`src/rtl/router_in_port.sv`:
```
// router_in_port
//   Per-input flit buffer with dimension-order route compute for a 3x3 torus
//   with four sub-layers. Each accepted flit gets its output direction
//   computed on entry and is queued in a small FIFO as {addr, route}. The
//   head entry is presented to the crossbar schedulers as a one-hot request,
//   and a grant pops it. A flit whose x or y field is 3 completes the
//   handshake but is discarded, and drop_err pulses for one cycle.
//
// Ports
//   clk       clock, rising edge
//   rst       asynchronous reset, active-high
//   in_valid  upstream flit valid
//   in_addr   upstream flit destination address {x[5:4], y[3:2], layer[1:0]}
//   in_ready  FIFO can accept a flit (count < DEPTH), combinational
//   req       one-hot direction of the head flit: 0=X+ 1=X- 2=Y+ 3=Y- 4=layer 5=local
//   req_addr  head flit address; zero when the FIFO is empty
//   grant     scheduler accepted the head flit this cycle
//   drop_err  one-cycle pulse after an illegal flit was accepted and discarded
//   count     current FIFO occupancy, 0..DEPTH
module router_in_port #(
  parameter int DEPTH  = 4,
  parameter int AW     = 6,
  parameter int NODE_X = 0,
  parameter int NODE_Y = 0,
  parameter int NODE_L = 0
) (
  input  logic                     clk,
  input  logic                     rst,
  input  logic                     in_valid,
  input  logic [AW-1:0]            in_addr,
  output logic                     in_ready,
  output logic [5:0]               req,
  output logic [AW-1:0]            req_addr,
  input  logic                     grant,
  output logic                     drop_err,
  output logic [$clog2(DEPTH):0]   count
);

  localparam int PW = $clog2(DEPTH);
  localparam int CW = PW + 1;
  localparam logic [CW-1:0] FULL_C  = CW'(DEPTH);
  localparam logic [CW-1:0] ONE_C   = CW'(1);
  localparam logic [PW-1:0] PONE_C  = PW'(1);
  localparam logic [1:0]    NX      = 2'(NODE_X);
  localparam logic [1:0]    NY      = 2'(NODE_Y);
  localparam logic [1:0]    NL      = 2'(NODE_L);

  // (a - b) mod 3 for coordinates in 0..2
  function automatic logic [1:0] mod3_diff(input logic [1:0] a, input logic [1:0] b);
    logic [2:0] t;
    t = {1'b0, a} + 3'd3 - {1'b0, b};
    if (t >= 3'd3) t = t - 3'd3;
    return t[1:0];
  endfunction

  // Dimension order: X first, then Y, then sub-layer, else deliver locally.
  function automatic logic [5:0] route_of(input logic [AW-1:0] a);
    logic [1:0] dx;
    logic [1:0] dy;
    logic [5:0] r;
    dx = mod3_diff(a[5:4], NX);
    dy = mod3_diff(a[3:2], NY);
    r  = '0;
    if (dx == 2'd1)        r[0] = 1'b1;
    else if (dx == 2'd2)   r[1] = 1'b1;
    else if (dy == 2'd1)   r[2] = 1'b1;
    else if (dy == 2'd2)   r[3] = 1'b1;
    else if (a[1:0] != NL) r[4] = 1'b1;
    else                   r[5] = 1'b1;
    return r;
  endfunction

  logic [PW-1:0]   wr_ptr;
  logic [PW-1:0]   rd_ptr;
  logic [AW+5:0]   mem [DEPTH];
  logic [AW+5:0]   head;
  logic            empty;

  // Stage p0: handshake and route compute on the incoming flit
  logic            push_p0;
  logic            legal_p0;
  logic            write_p0;
  logic            pop_p0;
  logic [5:0]      route_p0;

  assign in_ready = (count != FULL_C);
  assign empty    = (count == '0);
  assign push_p0  = in_valid && in_ready;
  assign legal_p0 = (in_addr[5:4] != 2'b11) && (in_addr[3:2] != 2'b11);
  assign write_p0 = push_p0 && legal_p0;
  assign pop_p0   = grant && !empty;
  assign route_p0 = route_of(in_addr);

  assign head     = mem[rd_ptr];
  assign req      = empty ? '0 : head[5:0];
  assign req_addr = empty ? '0 : head[AW+5:6];

  // Stage p1: FIFO storage (data only, no reset needed)
  always_ff @(posedge clk) begin
    if (write_p0) mem[wr_ptr] <= {in_addr, route_p0};
  end

  // Stage p1: pointers, occupancy and drop pulse
  always_ff @(posedge clk or posedge rst) begin
    if (rst) begin
      wr_ptr   <= '0;
      rd_ptr   <= '0;
      count    <= '0;
      drop_err <= 1'b0;
    end else begin
      drop_err <= push_p0 && !legal_p0;
      if (write_p0) wr_ptr <= wr_ptr + PONE_C;
      if (pop_p0)   rd_ptr <= rd_ptr + PONE_C;
      case ({write_p0, pop_p0})
        2'b10:   count <= count + ONE_C;
        2'b01:   count <= count - ONE_C;
        default: count <= count;
      endcase
    end
  end

endmodule

```
`config.mk`:
```
export PLATFORM = sky130hd
export DESIGN_NAME = router_in_port
export DESIGN_NICKNAME = d
export VERILOG_FILES = /design/src/rtl/router_in_port.sv
export SDC_FILE = /design/constraint.sdc
export NUM_CORES = 1
export LEC_CHECK = 0
export CAP_MARGIN = 25
export CORE_MARGIN = 4
export CORE_UTILIZATION = 30
export DETAILED_ROUTE_END_ITERATION = 10
export RECOVER_POWER = 25
export SYNTH_ARGS = -nofsm -noshare
export SYNTH_HDL_FRONTEND = slang
export SYNTH_SLANG_ARGS = --single-unit
```
`constraint.sdc`:
```
create_clock -name clk -period 3.28 [get_ports clk]
set_input_delay 0.656 -clock clk [delete_from_list [all_inputs] [get_ports clk]]
set_output_delay 0.656 -clock clk [all_outputs]
set_load 0.02 [all_outputs]
```
* Yosys cells after proc, flatten, opt, wreduce, memory -nomap -nowiden
Memory sizes are Yosys's and may differ from the RTL's.
Cells that the tools add are included.
Widths: inputs -> output; s select.
** Operators by class
- $add $sub $neg :: 8
- Magnitude comparators :: 2
- Eq/ne operators :: 9
- Muxes and demuxes :: 17
- Reduce and logical (&&, ||, !) cells :: 10
** Operator list (number)
- $mux 6 :: 2
- $mux 1 :: 8
- $add 2x2->3 const B :: 2
- $eq 2x1->1 const B :: 3
- $eq 2x2->1 const B :: 3
- $ge 3x2->1 const B :: 2
- $mux 2 :: 3
- $pmux 3 s2 :: 1
- $logic_and 1x1->1 :: 5
- $mux 5 :: 1
- $add 2x1->2 const B :: 2
- $mux 4 :: 1
- $ne 2x2->1 const B :: 2
- $reduce_bool 2->1 :: 2
- $sub 2x2->2 const B :: 2
- $add 3x1->3 const B :: 1
- $logic_not 3->1 :: 1
- $mux 3 :: 1
- $ne 3x3->1 const B :: 1
- $sub 3x1->3 const B :: 1
- $logic_not 1->1 :: 2
** Word-level totals
- Bits in registers :: 8
- RAM bits :: 48
- Output and inout bits :: 17
- Memories :: 1
** Memories
- mem :: words 4, width 12, read ports 1, clocked after Yosys merged registers in 0, wr ports 1, line 75 : logic [AW+5:0] mem [DEPTH];

* Depth between registers and ports, before layout
- Word-level depth :: 8
- Mapped depth :: 10
- Depth with buffers taken out :: 9

* Worst setup path before layout
Ideal clock, no wire load.
- Path type :: flip-flop to flip-flop
- Start point :: register count[2]
- End point :: register count[2]
- Data arrival time :: 2.253 ns
- Slack :: 0.947 ns
- Stages on the path, launching flop included :: 11
- Clock period less this slack :: 2.333 ns
- Cells stage by stage :: dfrtp_1 or3b_4 and3_1 buf_6 inv_1 ha_1 inv_1 fa_1 xor2_1 nor2_1 xor2_1
** Between the ends
- Longest elaborated chain between the ends :: 5
** RTL lines
- start: declaration :: line 36 : output logic [$clog2(DEPTH):0] count
- start signal: assignment :: line 115 : 2'b10: count <= count + ONE_C;
- start signal: assignment :: line 116 : 2'b01: count <= count - ONE_C;
- start signal: assignment :: line 117 : default: count <= count;
- $ne 3x3->1 (*) :: line 86 : assign in_ready = (count != FULL_C);
- net in_ready :: line 31 : output logic in_ready,
- $logic_and 1x1->1 (*) :: line 88 : assign push_p0 = in_valid && in_ready;
- $logic_and 1x1->1 (*) :: line 90 : assign write_p0 = push_p0 && legal_p0;
- $eq 2x1->1 or $eq 2x2->1 (tied branches) :: line 114 : case ({write_p0, pop_p0})
- $pmux 3 s2 or $reduce_bool 2->1 (tied branches)
Mark *: on every way through the listed nets, which the timed path passes. The rest lies on a longest branch.
A chain may end at the register's enable or synchronous reset.

* Worst setup path in the final report
- Start point :: register rd_ptr[0]
- End point :: output req[1]
** Between the ends
- Longest elaborated chain between the ends :: 2
** RTL lines
- start: declaration :: line 74 : logic [PW-1:0] rd_ptr;
- start signal: assignment :: line 113 : if (pop_p0) rd_ptr <= rd_ptr + PONE_C;
- $mem_v2 4x12
- $mux 6 :: line 95 : assign req = empty ? '0 : head[5:0];
- end: declaration :: line 32 : output logic [5:0] req,
No other way between the ends.

==> results.tsv <==
metric	value	unit
nets@finish	180	
residual DRC count	0	
detailed-placement wirelength estimate	2800	um
leading cell type in the layout, fill and taps excluded	sky130_fd_sc_hd__edfxtp_1	
Die H	97.3	um
final-layout worst hold slack	0.525	ns
Root Buffer Master	sky130_fd_sc_hd__clkbuf_8	
critical path class	register to output port	
H-tree Lvls	2	
number of placed instances with taps included	259	
uppermost routed layer	met4	
design internal power	1.58	mW
total of max-cap violations	0	
insertion delay to the later sink of the worst-skew pair	0.30	ns
minimum setup slack among reg-to-reg paths	0.99	ns
Post-CTS Setup Bufs	0	
number of cell instances on the worst register-to-register path	9	
largest driver fanout on the critical path	8	
number of gates given a new drive strength after cts	0	
pin count of the biggest net entering global routing	16	
leakage power total	1.00	nW
synthesis warning total	0	
final setup skew	0.00895	ns
remaining antenna violation count	0	
Finished Cell Area	0.00283	mm^2
fin crit period	3.03	ns
capture instance of the worst register-to-register path	count[2]$_DFFE_PP0P_	
Net Count, Synth	148	
Worst setup startpoint	rd_ptr[0]$_DFFE_PP0P_	
switching power of the nets	0.777	mW
destination of the critical timing path	req[1]	
via/cell ratio	4.30	
Detailed Routing Iterations Pass 1	4	
relative contribution of combinational cells to total power	42.6	%
most used cells in the layout excluding fill and tap cells	48 x sky130_fd_sc_hd__edfxtp_1, 19 x sky130_fd_sc_hd__clkdlybuf4s50_1, 11 x sky130_fd_sc_hd__nor2b_1, 11 x sky130_fd_sc_hd__mux4_2, 8 x sky130_fd_sc_hd__dfrtp_1	
Hold Vio Cnt, Final	0	
met2 routed WL	1940	um
required time of the critical path	2.62	ns
Pwr per Cell Area	833	mW/mm^2
grt ovf	0	
final cycle utilization of the critical path	92.4	%
path category of the worst min-delay check	register to register	
port bufs	26	
run status	completed	
post-synthesis sequential area ratio	68.6	%
unrepaired setup endpoints after global routing	no	
TNS Setup	0	ns
count of different cell masters after synthesis	27	
Net Sw Frac	32.9	%
transition at the pin with the smallest max-transition slack	0.661	ns
Floorplan Core Area	0.00773	mm^2
vias in the first global route	1248	
data arrival time of the worst path	2.37	ns
global-route usage over all layers	9.55	%
Max IR drop VDD	408	uV
Seq pwr share	42.8	%
placement-stage cell area	0.00276	mm^2
antenna diode count	0	
# hold bufs at CTS	0	
number of clock buffers inserted by TritonCTS	5	
Syn Std Cell Area	0.00239	mm^2
Slew Limit Headroom	55.9	%
routed vias	1143	
post-route met1 wirelength	1920	um
clock transition at the registers of the reported paths	0.09	ns
Max Freq	330	MHz
DRC marker count from the first detailed-route iteration	28	
flip-flop and latch count after synthesis	56	
number of clock sinks seen by CTS	56	
weighted congestion reported at the end of routability-driven placement	0.753	
# IOs	27	
Die Outline Area	0.00947	mm^2
number of standard cells in the layout, taps in and fillers out	266	
first-pass GRT wire length	6910	um
Bufs on Longest Clock Path	2	
Reg-to-Reg Start	count[1]$_DFFE_PP0P_	
Core Rows	32	
starting utilization of the core area	31.0	%
clock tree from TritonCTS	built	
layout-stage area growth over the synthesis result	18.4	%
mean cell area of the mapped netlist	18.1	um^2
endpoint kind of the worst setup timing path	output port	
synthesized instance count	132	
Clock power frac	14.7	%
overall die width	97.3	um
share of the core filled with cells in the final layout	36.7	%
antenna violations before repair	0	
DR WL met3	158	um
number of failing setup endpoints in the final timing report	0	
startpoint kind of the worst setup timing path	register	
number of max-slew violations in the final report	0	
overall routed net length	4090	um
average detailed-routed wire length per instance	15.4	um
fraction of final layout cells with drive strength greater than 1	16.5	%
[per-stage QoR]
step | setup slack [ns] | power [mW]
after floorplan | 0.947 | 1.68
after global placement | 0.385 | 2.05
after detailed placement | 0.291 | 2.06
after CTS | 0.193 | 2.41
after global routing | 0.123 | 2.52
final | 0.250 | 2.36
[registers in the layout (all words and copies together) (netlist names)]
register,flops
drop_err,1
wr_ptr,2
rd_ptr,2
mem,48
count,3
[worst max-delay path, cell delays in order, from the launching register on]
cell and delay, ns:
sky130_fd_sc_hd__dfrtp_1 0.62, sky130_fd_sc_hd__buf_4 0.26, sky130_fd_sc_hd__mux4_2 0.50, sky130_fd_sc_hd__and2b_1 0.17, sky130_fd_sc_hd__clkdlybuf4s50_1 0.53
[area by class of cell]
| type | count | area, um^2 |
|---|---|---|
| Clock inverter | 1 | 5.00 |
| Fill cell | 732 | 4890 |
| Timing Repair Buffer | 30 | 287 |
| Inverter | 7 | 26.3 |
| Sequential cell | 56 | 1640 |
| Multi-Input combinational cell | 64 | 674 |
| Clock buffer | 6 | 72.6 |
| Tap cell | 102 | 128 |
[worst min path at each step]
stage | startpoint | end | slack, ns | depth (start not counted)
final | count[2]$_DFFE_PP0P_ | count[2]$_DFFE_PP0P_ | 0.53 | 1
after global routing | count[2]$_DFFE_PP0P_ | count[2]$_DFFE_PP0P_ | 0.58 | 1
after CTS | count[2]$_DFFE_PP0P_ | count[2]$_DFFE_PP0P_ | 0.53 | 1
after detailed placement | count[2]$_DFFE_PP0P_ | count[2]$_DFFE_PP0P_ | 0.51 | 1
after global placement | count[2]$_DFFE_PP0P_ | count[2]$_DFFE_PP0P_ | 0.52 | 1
after floorplan | rst | count[0]$_DFFE_PP0P_ | 0.47 | 1
[cells by family (layout without fill, tap and decap cells)]
family	Yosys count	in the layout	share of synthesized area (%)
adder cells (fa/ha/maj)	6	6	3.45
AO/OA/AOI/OAI	2	2	0.836
AND/OR/NAND/NOR	36	36	9.15
multiplexers	13	13	11.9
flip-flops	56	56	68.6
XOR/XNOR	7	7	2.88
buffers and inverters	12	44	3.24
[synth_stat cells]
| master | count | area (um^2) |
|---|---|---|
| sky130_fd_sc_hd__buf_6 | 2 | 22.5 |
| sky130_fd_sc_hd__and2_4 | 4 | 35.0 |
| sky130_fd_sc_hd__a22oi_1 | 1 | 7.51 |
| sky130_fd_sc_hd__ha_1 | 5 | 62.6 |
| sky130_fd_sc_hd__xnor2_2 | 1 | 16.3 |
| sky130_fd_sc_hd__fa_1 | 1 | 20.0 |
| sky130_fd_sc_hd__nor2b_1 | 11 | 68.8 |
| sky130_fd_sc_hd__dfrtp_1 | 8 | 200 |
| sky130_fd_sc_hd__xnor2_1 | 1 | 8.76 |
| sky130_fd_sc_hd__mux2i_1 | 1 | 10.0 |
| sky130_fd_sc_hd__clkbuf_1 | 1 | 3.75 |
| sky130_fd_sc_hd__and3_1 | 1 | 6.26 |
| sky130_fd_sc_hd__nand3b_1 | 1 | 7.51 |
| sky130_fd_sc_hd__nor3_1 | 2 | 10.0 |
| sky130_fd_sc_hd__mux4_1 | 1 | 26.3 |
| sky130_fd_sc_hd__and2b_1 | 4 | 30.0 |
| sky130_fd_sc_hd__buf_12 | 1 | 20.0 |
| sky130_fd_sc_hd__xor2_1 | 5 | 43.8 |
| sky130_fd_sc_hd__or3b_4 | 1 | 11.3 |
| sky130_fd_sc_hd__edfxtp_1 | 48 | 1440 |
| sky130_fd_sc_hd__nand2b_1 | 2 | 12.5 |
| sky130_fd_sc_hd__nor2_1 | 7 | 26.3 |
| sky130_fd_sc_hd__inv_1 | 7 | 26.3 |
| sky130_fd_sc_hd__o22ai_2 | 1 | 12.5 |
| sky130_fd_sc_hd__mux4_2 | 11 | 248 |
| sky130_fd_sc_hd__buf_2 | 1 | 5.00 |
| sky130_fd_sc_hd__nand2_1 | 3 | 11.3 |
[per-layer routing]
layer / GRT usage, % / vias up
met5: 0 / -
li1: - / 544
met4: 3.19 / 0
met1: 12.4 / 569
met3: 2.66 / 6
met2: 15.4 / 24
[power by group through the flow]
stage,sequential [mW],clock [mW],combinational (mW)
CTS,1.01,0.361,1.03
finish,1.01,0.346,1.00
global placement,1.03,0,1.03
detailed placement,1.03,0,1.03
global route,1.03,0.392,1.10
floorplan,0.984,0,0.697
(Power assumes the default switching activity.)
